File: src/rtl/sha256_message_schedule_if.sv
// Bus bundle for the SHA-256 message schedule: block load, round advance and W[t] output.
// SCHED_WK_SUM_EN adds the wk_out (W[t] + K[t]) signal.
interface sha256_message_schedule_if;
    logic         load;
    logic [511:0] block_in;
    logic         advance;
    logic [31:0]  w_out;
    logic         w_valid;
    logic [5:0]   round_idx;
    logic         done;
`ifdef SCHED_WK_SUM_EN
    logic [31:0]  wk_out;
`endif

`ifdef SCHED_WK_SUM_EN
    modport master (output load, block_in, advance,
                    input  w_out, w_valid, round_idx, done, wk_out);
    modport slave  (input  load, block_in, advance,
                    output w_out, w_valid, round_idx, done, wk_out);
`else
    modport master (output load, block_in, advance,
                    input  w_out, w_valid, round_idx, done);
    modport slave  (input  load, block_in, advance,
                    output w_out, w_valid, round_idx, done);
`endif
endinterface

File: src/rtl/sha256_message_schedule.sv
// SHA-256 message schedule: 16-word sliding window producing W[0..63], one word per advance.
// SCHED_WK_SUM_EN adds a registered W[t] + K[t] output fed by an internal K ROM.
module sha256_message_schedule (
    input  logic                      clk,
    input  logic                      n_rst,
    sha256_message_schedule_if.slave  bus
);
    localparam int unsigned WORD_W = 32;
    localparam int unsigned WIN_N  = 16;
    localparam int unsigned ROUNDS = 64;
    localparam int unsigned IDX_W  = 6;
    localparam int unsigned BLK_W  = WORD_W * WIN_N;

    typedef enum logic [1:0] {ST_IDLE, ST_RUN, ST_DONE} state_t;

    state_t            state_q, state_d;
    logic [WORD_W-1:0] win_q [WIN_N];
    logic [IDX_W-1:0]  idx_q;
    logic              w_valid_q, done_q;
    logic              w_valid_d, done_d;
    logic              step_c, shift_c;
    logic [WORD_W-1:0] new_word_c;

    function automatic logic [WORD_W-1:0] sig0(input logic [WORD_W-1:0] x);
        return {x[6:0], x[31:7]} ^ {x[17:0], x[31:18]} ^ (x >> 3);
    endfunction

    function automatic logic [WORD_W-1:0] sig1(input logic [WORD_W-1:0] x);
        return {x[16:0], x[31:17]} ^ {x[18:0], x[31:19]} ^ (x >> 10);
    endfunction

    // State register
    always_ff @(posedge clk or negedge n_rst) begin
        if (!n_rst) state_q <= ST_IDLE;
        else        state_q <= state_d;
    end

    // Next-state logic; load wins over advance in every state
    always_comb begin
        state_d = state_q;
        if (bus.load)
            state_d = ST_RUN;
        else if (state_q == ST_RUN && bus.advance && idx_q == IDX_W'(ROUNDS - 1))
            state_d = ST_DONE;
    end

    // Output decode; flags are taken from the next state so they register alongside it
    always_comb begin
        w_valid_d = (state_d == ST_RUN);
        done_d    = (state_d == ST_DONE);
        step_c    = !bus.load && state_q == ST_RUN && bus.advance;
        shift_c   = step_c && idx_q != IDX_W'(ROUNDS - 1);
    end

    assign new_word_c = sig1(win_q[14]) + win_q[9] + sig0(win_q[1]) + win_q[0];

    always_ff @(posedge clk or negedge n_rst) begin
        if (!n_rst) begin
            w_valid_q <= 1'b0;
            done_q    <= 1'b0;
        end else begin
            w_valid_q <= w_valid_d;
            done_q    <= done_d;
        end
    end

    // Window and round counter; the last advance does not shift so W[64] never appears
    always_ff @(posedge clk or negedge n_rst) begin
        if (!n_rst) begin
            for (int i = 0; i < int'(WIN_N); i++) win_q[i] <= '0;
            idx_q <= '0;
        end else if (bus.load) begin
            for (int i = 0; i < int'(WIN_N); i++)
                win_q[i] <= bus.block_in[WORD_W*(WIN_N-1-i) +: WORD_W];
            idx_q <= '0;
        end else if (step_c) begin
            idx_q <= idx_q + IDX_W'(1);
            if (shift_c) begin
                for (int i = 0; i < int'(WIN_N) - 1; i++) win_q[i] <= win_q[i+1];
                win_q[WIN_N-1] <= new_word_c;
            end
        end
    end

    assign bus.w_out     = win_q[0];
    assign bus.w_valid   = w_valid_q;
    assign bus.round_idx = idx_q;
    assign bus.done      = done_q;

`ifdef SCHED_WK_SUM_EN
    localparam logic [WORD_W-1:0] K_ROM [ROUNDS] = '{
        32'h428a2f98, 32'h71374491, 32'hb5c0fbcf, 32'he9b5dba5, 32'h3956c25b, 32'h59f111f1, 32'h923f82a4, 32'hab1c5ed5,
        32'hd807aa98, 32'h12835b01, 32'h243185be, 32'h550c7dc3, 32'h72be5d74, 32'h80deb1fe, 32'h9bdc06a7, 32'hc19bf174,
        32'he49b69c1, 32'hefbe4786, 32'h0fc19dc6, 32'h240ca1cc, 32'h2de92c6f, 32'h4a7484aa, 32'h5cb0a9dc, 32'h76f988da,
        32'h983e5152, 32'ha831c66d, 32'hb00327c8, 32'hbf597fc7, 32'hc6e00bf3, 32'hd5a79147, 32'h06ca6351, 32'h14292967,
        32'h27b70a85, 32'h2e1b2138, 32'h4d2c6dfc, 32'h53380d13, 32'h650a7354, 32'h766a0abb, 32'h81c2c92e, 32'h92722c85,
        32'ha2bfe8a1, 32'ha81a664b, 32'hc24b8b70, 32'hc76c51a3, 32'hd192e819, 32'hd6990624, 32'hf40e3585, 32'h106aa070,
        32'h19a4c116, 32'h1e376c08, 32'h2748774c, 32'h34b0bcb5, 32'h391c0cb3, 32'h4ed8aa4a, 32'h5b9cca4f, 32'h682e6ff3,
        32'h748f82ee, 32'h78a5636f, 32'h84c87814, 32'h8cc70208, 32'h90befffa, 32'ha4506ceb, 32'hbef9a3f7, 32'hc67178f2
    };

    logic [WORD_W-1:0] wk_q;

    // Sum tracks the word that lands in win[0] on the same edge
    always_ff @(posedge clk or negedge n_rst) begin
        if (!n_rst)
            wk_q <= '0;
        else if (bus.load)
            wk_q <= bus.block_in[BLK_W-1 -: WORD_W] + K_ROM[0];
        else if (shift_c)
            wk_q <= win_q[1] + K_ROM[idx_q + IDX_W'(1)];
    end

    assign bus.wk_out = wk_q;
`endif
endmodule

File: src/flat_wrapper.sv
// flat-port wrapper written by rule: the top's interface ports become plain ports
module sha256_message_schedule_flat 
  (clk, n_rst, bus_load, bus_block_in, bus_advance, bus_w_out, bus_w_valid, bus_round_idx, bus_done);
  sha256_message_schedule_if bus_i ();
  input  logic clk;
  input  logic n_rst;
  input wire logic [$bits(bus_i.load)-1:0] bus_load;
  input wire logic [$bits(bus_i.block_in)-1:0] bus_block_in;
  input wire logic [$bits(bus_i.advance)-1:0] bus_advance;
  output wire logic [$bits(bus_i.w_out)-1:0] bus_w_out;
  output wire logic [$bits(bus_i.w_valid)-1:0] bus_w_valid;
  output wire logic [$bits(bus_i.round_idx)-1:0] bus_round_idx;
  output wire logic [$bits(bus_i.done)-1:0] bus_done;
  assign bus_i.load = bus_load;
  assign bus_i.block_in = bus_block_in;
  assign bus_i.advance = bus_advance;
  assign bus_w_out = bus_i.w_out;
  assign bus_w_valid = bus_i.w_valid;
  assign bus_round_idx = bus_i.round_idx;
  assign bus_done = bus_i.done;
  sha256_message_schedule u_core (.clk(clk), .n_rst(n_rst), .bus(bus_i));
endmodule
File: config.mk
export PLATFORM = sky130hd
export DESIGN_NAME = sha256_message_schedule_flat
export DESIGN_NICKNAME = d
export VERILOG_FILES = /design/src/rtl/sha256_message_schedule_if.sv /design/src/rtl/sha256_message_schedule.sv /design/src/flat_wrapper.sv
export SDC_FILE = /design/constraint.sdc
export NUM_CORES = 1
export LEC_CHECK = 0
export ABC_AREA = 1
export CAP_MARGIN = 20
export CORE_ASPECT_RATIO = 1.75
export CORE_MARGIN = 3
export CORE_UTILIZATION = 61
export CTS_CLUSTER_SIZE = 10
export DETAILED_ROUTE_END_ITERATION = 8
export DONT_BUFFER_PORTS = 1
export PLACE_DENSITY = 0.77
export SETUP_SLACK_MARGIN = 0.1
export SYNTH_ARGS = -nofsm -noshare
export SYNTH_HDL_FRONTEND = slang
export SYNTH_SLANG_ARGS = --single-unit
File: constraint.sdc
create_clock -name clk -period 10.1 [get_ports clk]
set_input_delay 1.515 -clock clk [delete_from_list [all_inputs] [get_ports clk]]
set_output_delay 1.515 -clock clk [all_outputs]
set_load 0.03 [all_outputs]
# Word-level counts from Yosys, hierarchy flattened

Index checks and enable logic that the tools add are counted.

Register bits: 522
Word-level logic and storage cells: 49
Output and inout port bits: 40

Muxes and demuxes: 7
$add $sub $neg: 4
Equality and inequality tests: 5
Bitwise operators: 4
Reduce and logical (&&, ||, !) cells: 9

Operator list:

| kind                                           | count |
|---|---|
| two-way mux 512 bit                            | 3 |
| adder 32 bit                                   | 3 |
| XOR 32 bit                                     | 2 |
| XOR 32 x 22 -> 32 bit                          | 1 |
| XOR 32 x 29 -> 32 bit                          | 1 |
| two-way mux 6 bit                              | 2 |
| adder 6 x 1 -> 6 bit (second input constant)   | 1 |
| == test 6 bit (second input constant)          | 1 |
| != test 6 bit (second input constant)          | 1 |
| logical AND 1 bit                              | 5 |
| == test 2 x 1 -> 1 bit (second input constant) | 2 |
| two-way mux 2 bit                              | 2 |
| nonzero test 2 bit                             | 2 |
| == test 2 bit (second input constant)          | 1 |
| AND reduction 2 bit                            | 1 |
| zero test 1 bit                                | 1 |

# Logic depth before layout (Yosys ltp)

Depth after elaboration: 8
Mapped depth: 21

# Worst setup path before layout

OpenSTA, ideal clock, no wires.

Path kind: register -> register
Start: register u_core.win_q[456] (netlist bit)
End: register u_core.win_q[25] (netlist bit)
Path buffers: 0
Slack: 6.737 ns
Clock period less this slack: 3.363 ns
Cell stages (with the launch flop): 20
Arrival time: 3.246 ns
Path through: dfrtp_1 -> xnor2_1 -> xor2_1 -> inv_1 -> fa_1 -> fa_1 -> ha_1 -> fa_1 -> nand3_1 -> nand3_1 -> nand2_1 -> nand2_1 -> nand2_1 -> nand2_1 -> nand2_1 -> nand2_1 -> nand2_1 -> nand3_1 -> nand2_1 -> nand2_1

Longest elaborated chain between the ends: 7

Ends and longest elaborated chain:

| item                            | RTL line                      | source |
|---|---|---|
| start, declared                 | sha256_message_schedule.sv:17 | `logic [WORD_W-1:0] win_q [WIN_N];` |
| start signal, assigned by index | sha256_message_schedule.sv:74 | `win_q[i] <= bus.block_in[WORD_W*(WIN_N-1-i) +: WORD_W];` |
| start signal, assigned by index | sha256_message_schedule.sv:80 | `win_q[WIN_N-1] <= new_word_c;` |
| XOR 32 bit                      | sha256_message_schedule.sv:25 | `return {x[6:0], x[31:7]} ^ {x[17:0], x[31:18]} ^ (x >> 3);` |
| XOR 32 x 29 -> 32 bit *         | sha256_message_schedule.sv:25 |  |
| adder 32 bit * (2 in series)    | sha256_message_schedule.sv:55 | `assign new_word_c = sig1(win_q[14]) + win_q[9] + sig0(win_q[1]) + win_q[0];` |
| two-way mux 512 bit *           | sha256_message_schedule.sv:78 | `if (shift_c) begin` |
| two-way mux 512 bit *           | sha256_message_schedule.sv:76 | `end else if (step_c) begin` |
| two-way mux 512 bit *           | sha256_message_schedule.sv:72 | `end else if (bus.load) begin` |

Mark *: on every way between the ends. The rest lies on a longest branch, timed or not. The select of a mux whose other input is x is not followed.
A chain may end at the register's enable or synchronous reset.

# Worst setup path in the final report

Start: register u_core.win_q[467] (netlist bit)
End: register u_core.win_q[13] (netlist bit)

Longest elaborated chain between the ends: 7

Ends and longest elaborated chain:

| item                       | RTL line |
|---|---|
| XOR 32 bit                 | sha256_message_schedule.sv:25 |
| XOR 32 x 29 -> 32 bit      | sha256_message_schedule.sv:25 |
| adder 32 bit (2 in series) | sha256_message_schedule.sv:55 |
| two-way mux 512 bit        | sha256_message_schedule.sv:78 |
| two-way mux 512 bit        | sha256_message_schedule.sv:76 |
| two-way mux 512 bit        | sha256_message_schedule.sv:72 |

No other way between the ends. The select of a mux whose other input is x is not followed.

==> impl_results.md <==
* Vias/cell at 5.906
* Critical path's top delay family: adder cells
* Share of the synthesized area in the top cell type at 43.73%
* TritonCTS clock tree: built
* Number of global-route vias before repair at 24.77k
* Seq cells post-synth at 522
* Reg2Reg Setup Slack at 5.95 ns
* Ports at 556
* EDFF count, synth at 0
* Post_cts resized at 0
* DRT iter0 DRCs at 2524
* GP Congestion at 1.044
* Post-CTS setup buffers at 0
* WP depth at 15
* Least-Margin Pin Slew at 3.481 ns
* RR Endpoint: u_core.win_q[13]
* Setup TNS at 0 ns
* Maximum buffer depth of the clock tree at 3
* Nets at 4143
* First-pass GRT wire length at 153400 um
* GRT Total Usage at 39.82%
* Num CTS Buffers at 58
* Post-route cell area at 31090 um2
* Post-synth top flop: dfrtp_1
* Via Count at 24.88k
* Worst EP required at 10.55 ns
* Syn Nets at 4337
* Maximum fanout along the worst path at 4
* Clock transition at path regs at 0.06 ns
* Area taken by multi-input logic gates at 12830 um2
* Post-route DRC violation count at 0
* HP Class: reg -> reg
* Outcome: complete, but fails checks
* Final period util at 41.12%
* CTS Root Cell: clkbuf_16
* Slowest-stage cell, CP: fa_1
* Post-Synthesis Cell Area at 29870 um2
* Pwr/cell area at 367.1 nW/um2
* Critical Path Sink: u_core.win_q[13]
* Share of layout cells above drive strength 1 at 2.459%
* Initial antenna violation count at 31
* Top cells by area, synth: dfrtp_1 (44%), nand2_1 (11%), o211ai_1 (10%), inv_1 (8.6%), o21ai_1 (6.7%)
* Top cells by count, synth: nand2_1 (847), inv_1 (682), dfrtp_1 (522)
* Initial Util at 62.04%
* Synthesized area per cell at 8.014 um2
* Total grt overflow at 0
* Register area at 13060 um2
* Drt wl/cell at 24.94 um
* HPWL Detailed at 81130 um
* Max Cap Viol at 0
* Placed cell areas at 29440 um2
* DR pass1 iterations at 5
* Register area share after synthesis at 43.73%
* Post-route ant nets at 0
* Worst-Skew Late Latency at 0.62 ns
* Crit. Startpoint: u_core.win_q[467]
* H-tree depth at 2
* Most frequent cell after synthesis: nand2_1
* Worst clock skew at 0.02921 ns
* Pleak at 15.28 nW
* Clock sink count at 522
* Yosys top cell by area: dfrtp_1
* Async SR Flop Fraction at 100.0%
* Netlist cell types at 32
* Die Y at 298.7 um
* Area Growth Syn to Fin at 4.097%
* Most frequent CP cell: nand3_1
* Slew Limit Fails at 461
* Buf/Inv on CP at 1
* Cell count after synthesis at 3727
* Crit path cell chain: xnor2_1 -> xor2_1 -> inv_1 -> fa_1 -> fa_1 -> ha_1 -> fa_1 -> nand3_1 -> nand3_1 -> nand3_1 -> nand3_1 -> nand2_1 -> nand3_1 -> o211ai_1 -> o21ai_0
* Setup violators final at 0
* Fin crit period at 4.154 ns
* Max Freq at 240.8 MHz
* Critical path startpoint category: register
* Core area at 48140 um2
* Setup crit end kind: register
* Die Footprint at 51760 um2
* Worst slew margin at -132.1%
* WL final at 105100 um
* Max stage delay on crit path at 0.54 ns
* Die width at 173.3 um
* # fillers at 4228
* Worst vdd ir at 0.2668 mV
* Worst Path Class, Setup: reg -> reg
* FF-to-FF Start: u_core.win_q[467]
* Final hold violation count at 0
* PortBufs at 0
* Synth warn at 0
* Largest net degree at the start of global routing at 523
* WP data arrival at 4.61 ns
* Site Rows at 106
* Cts hold-fix bufs at 0
* Reg2reg path depth at 15
* Unrepaired setup endpoints after global routing: false
* Failing checks: slew limit
==> metal layers <==
layer  GRT usage, %  part of all wire (%)
met1          41.94                    33
met2          66.00                    49
met4          35.58                    11
met5              0                 0.013
met3          9.344                   7.8
==> flip-flops by register name, indices dropped and copies added (netlist names) <==
register / count
u_core.bus.w_out: 32
u_core.bus.round_idx: 6
u_core.win_q: 480
u_core.state_q: 2
u_core.bus.w_valid: 1
u_core.bus.done: 1
==> cells by family (layout without fill, tap and decap cells) <==
family	Yosys count	count (layout)	synth area share, %
AND/OR/NAND/NOR	1063	1063	13.72
buffers and inverters	956	767	13.32
flip-flops	522	522	43.73
AO/OA/AOI/OAI	962	962	19.91
adder cells (fa/ha/maj)	94	94	5.496
XOR/XNOR	130	130	3.812
other	0	26	0
==> layout by cell type (no fill, tap or decap), types with 46 or more instances in the layout <==
cell type	count
dfrtp_1	522
nand2_1	847
xor2_1	74
xnor2_1	56
o21ai_1	397
inv_1	682
a31oi_1	76
nor2_1	146
fa_1	62
o211ai_1	404
nand3_1	46
clkbuf_16	59
==> cell type report <==
type                       instances  area share (%)
antenna                           26          0.2092
clock buffer                      62           4.849
clock inverter                     3          0.1650
inverter                         686           8.334
multi-input combinational       2249           41.25
sequential                       522           42.01
tap                              648           2.608
timing repair buffer              16          0.5714
==> where the power goes <==
part | total, mW | internal, mW | switching (mW)
registers | 2.75 | 2.44 | 0.300
clock network | 1.87 | 1.04 | 0.825
logic | 6.80 | 2.07 | 4.73
==> how the worst min path moves through the flow <==
stage                     slack (ns)          endpoint        startpoint  cells after the start
after floorplan                 0.45  u_core.win_q[22]  u_core.win_q[22]                      2
after global placement          0.47  u_core.win_q[24]  u_core.win_q[24]                      2
after detailed placement        0.47  u_core.win_q[27]  u_core.win_q[27]                      2
after CTS                       0.48  u_core.win_q[27]  u_core.win_q[27]                      2
after global routing            0.50  u_core.win_q[27]  u_core.win_q[27]                      2
final                           0.48  u_core.win_q[27]  u_core.win_q[27]                      2
==> metrics by stage <==
stage                     util [%]  power, mW  worst slack [ns]  cells  hold slack, ns
after detailed placement     61.15      9.491             5.557   4120          0.4665
after floorplan                  -      7.013             6.737   3727          0.4492
after global placement       61.15      9.429             5.672   4120          0.4669
after CTS                    64.39      11.36             5.976   4185          0.4822
final                        64.59      11.41             5.946   4212          0.4846
after global routing         64.57      12.18             5.740   4209          0.5016
==> tightest hold or removal path: cells and delay by family (launching register included) <==
kind / cells / cell delay, ns
DFF: 1 / 0.34
and+or+nand+nor: 2 / 0.10
No activity file was read; power rests on OpenSTA's default activity.
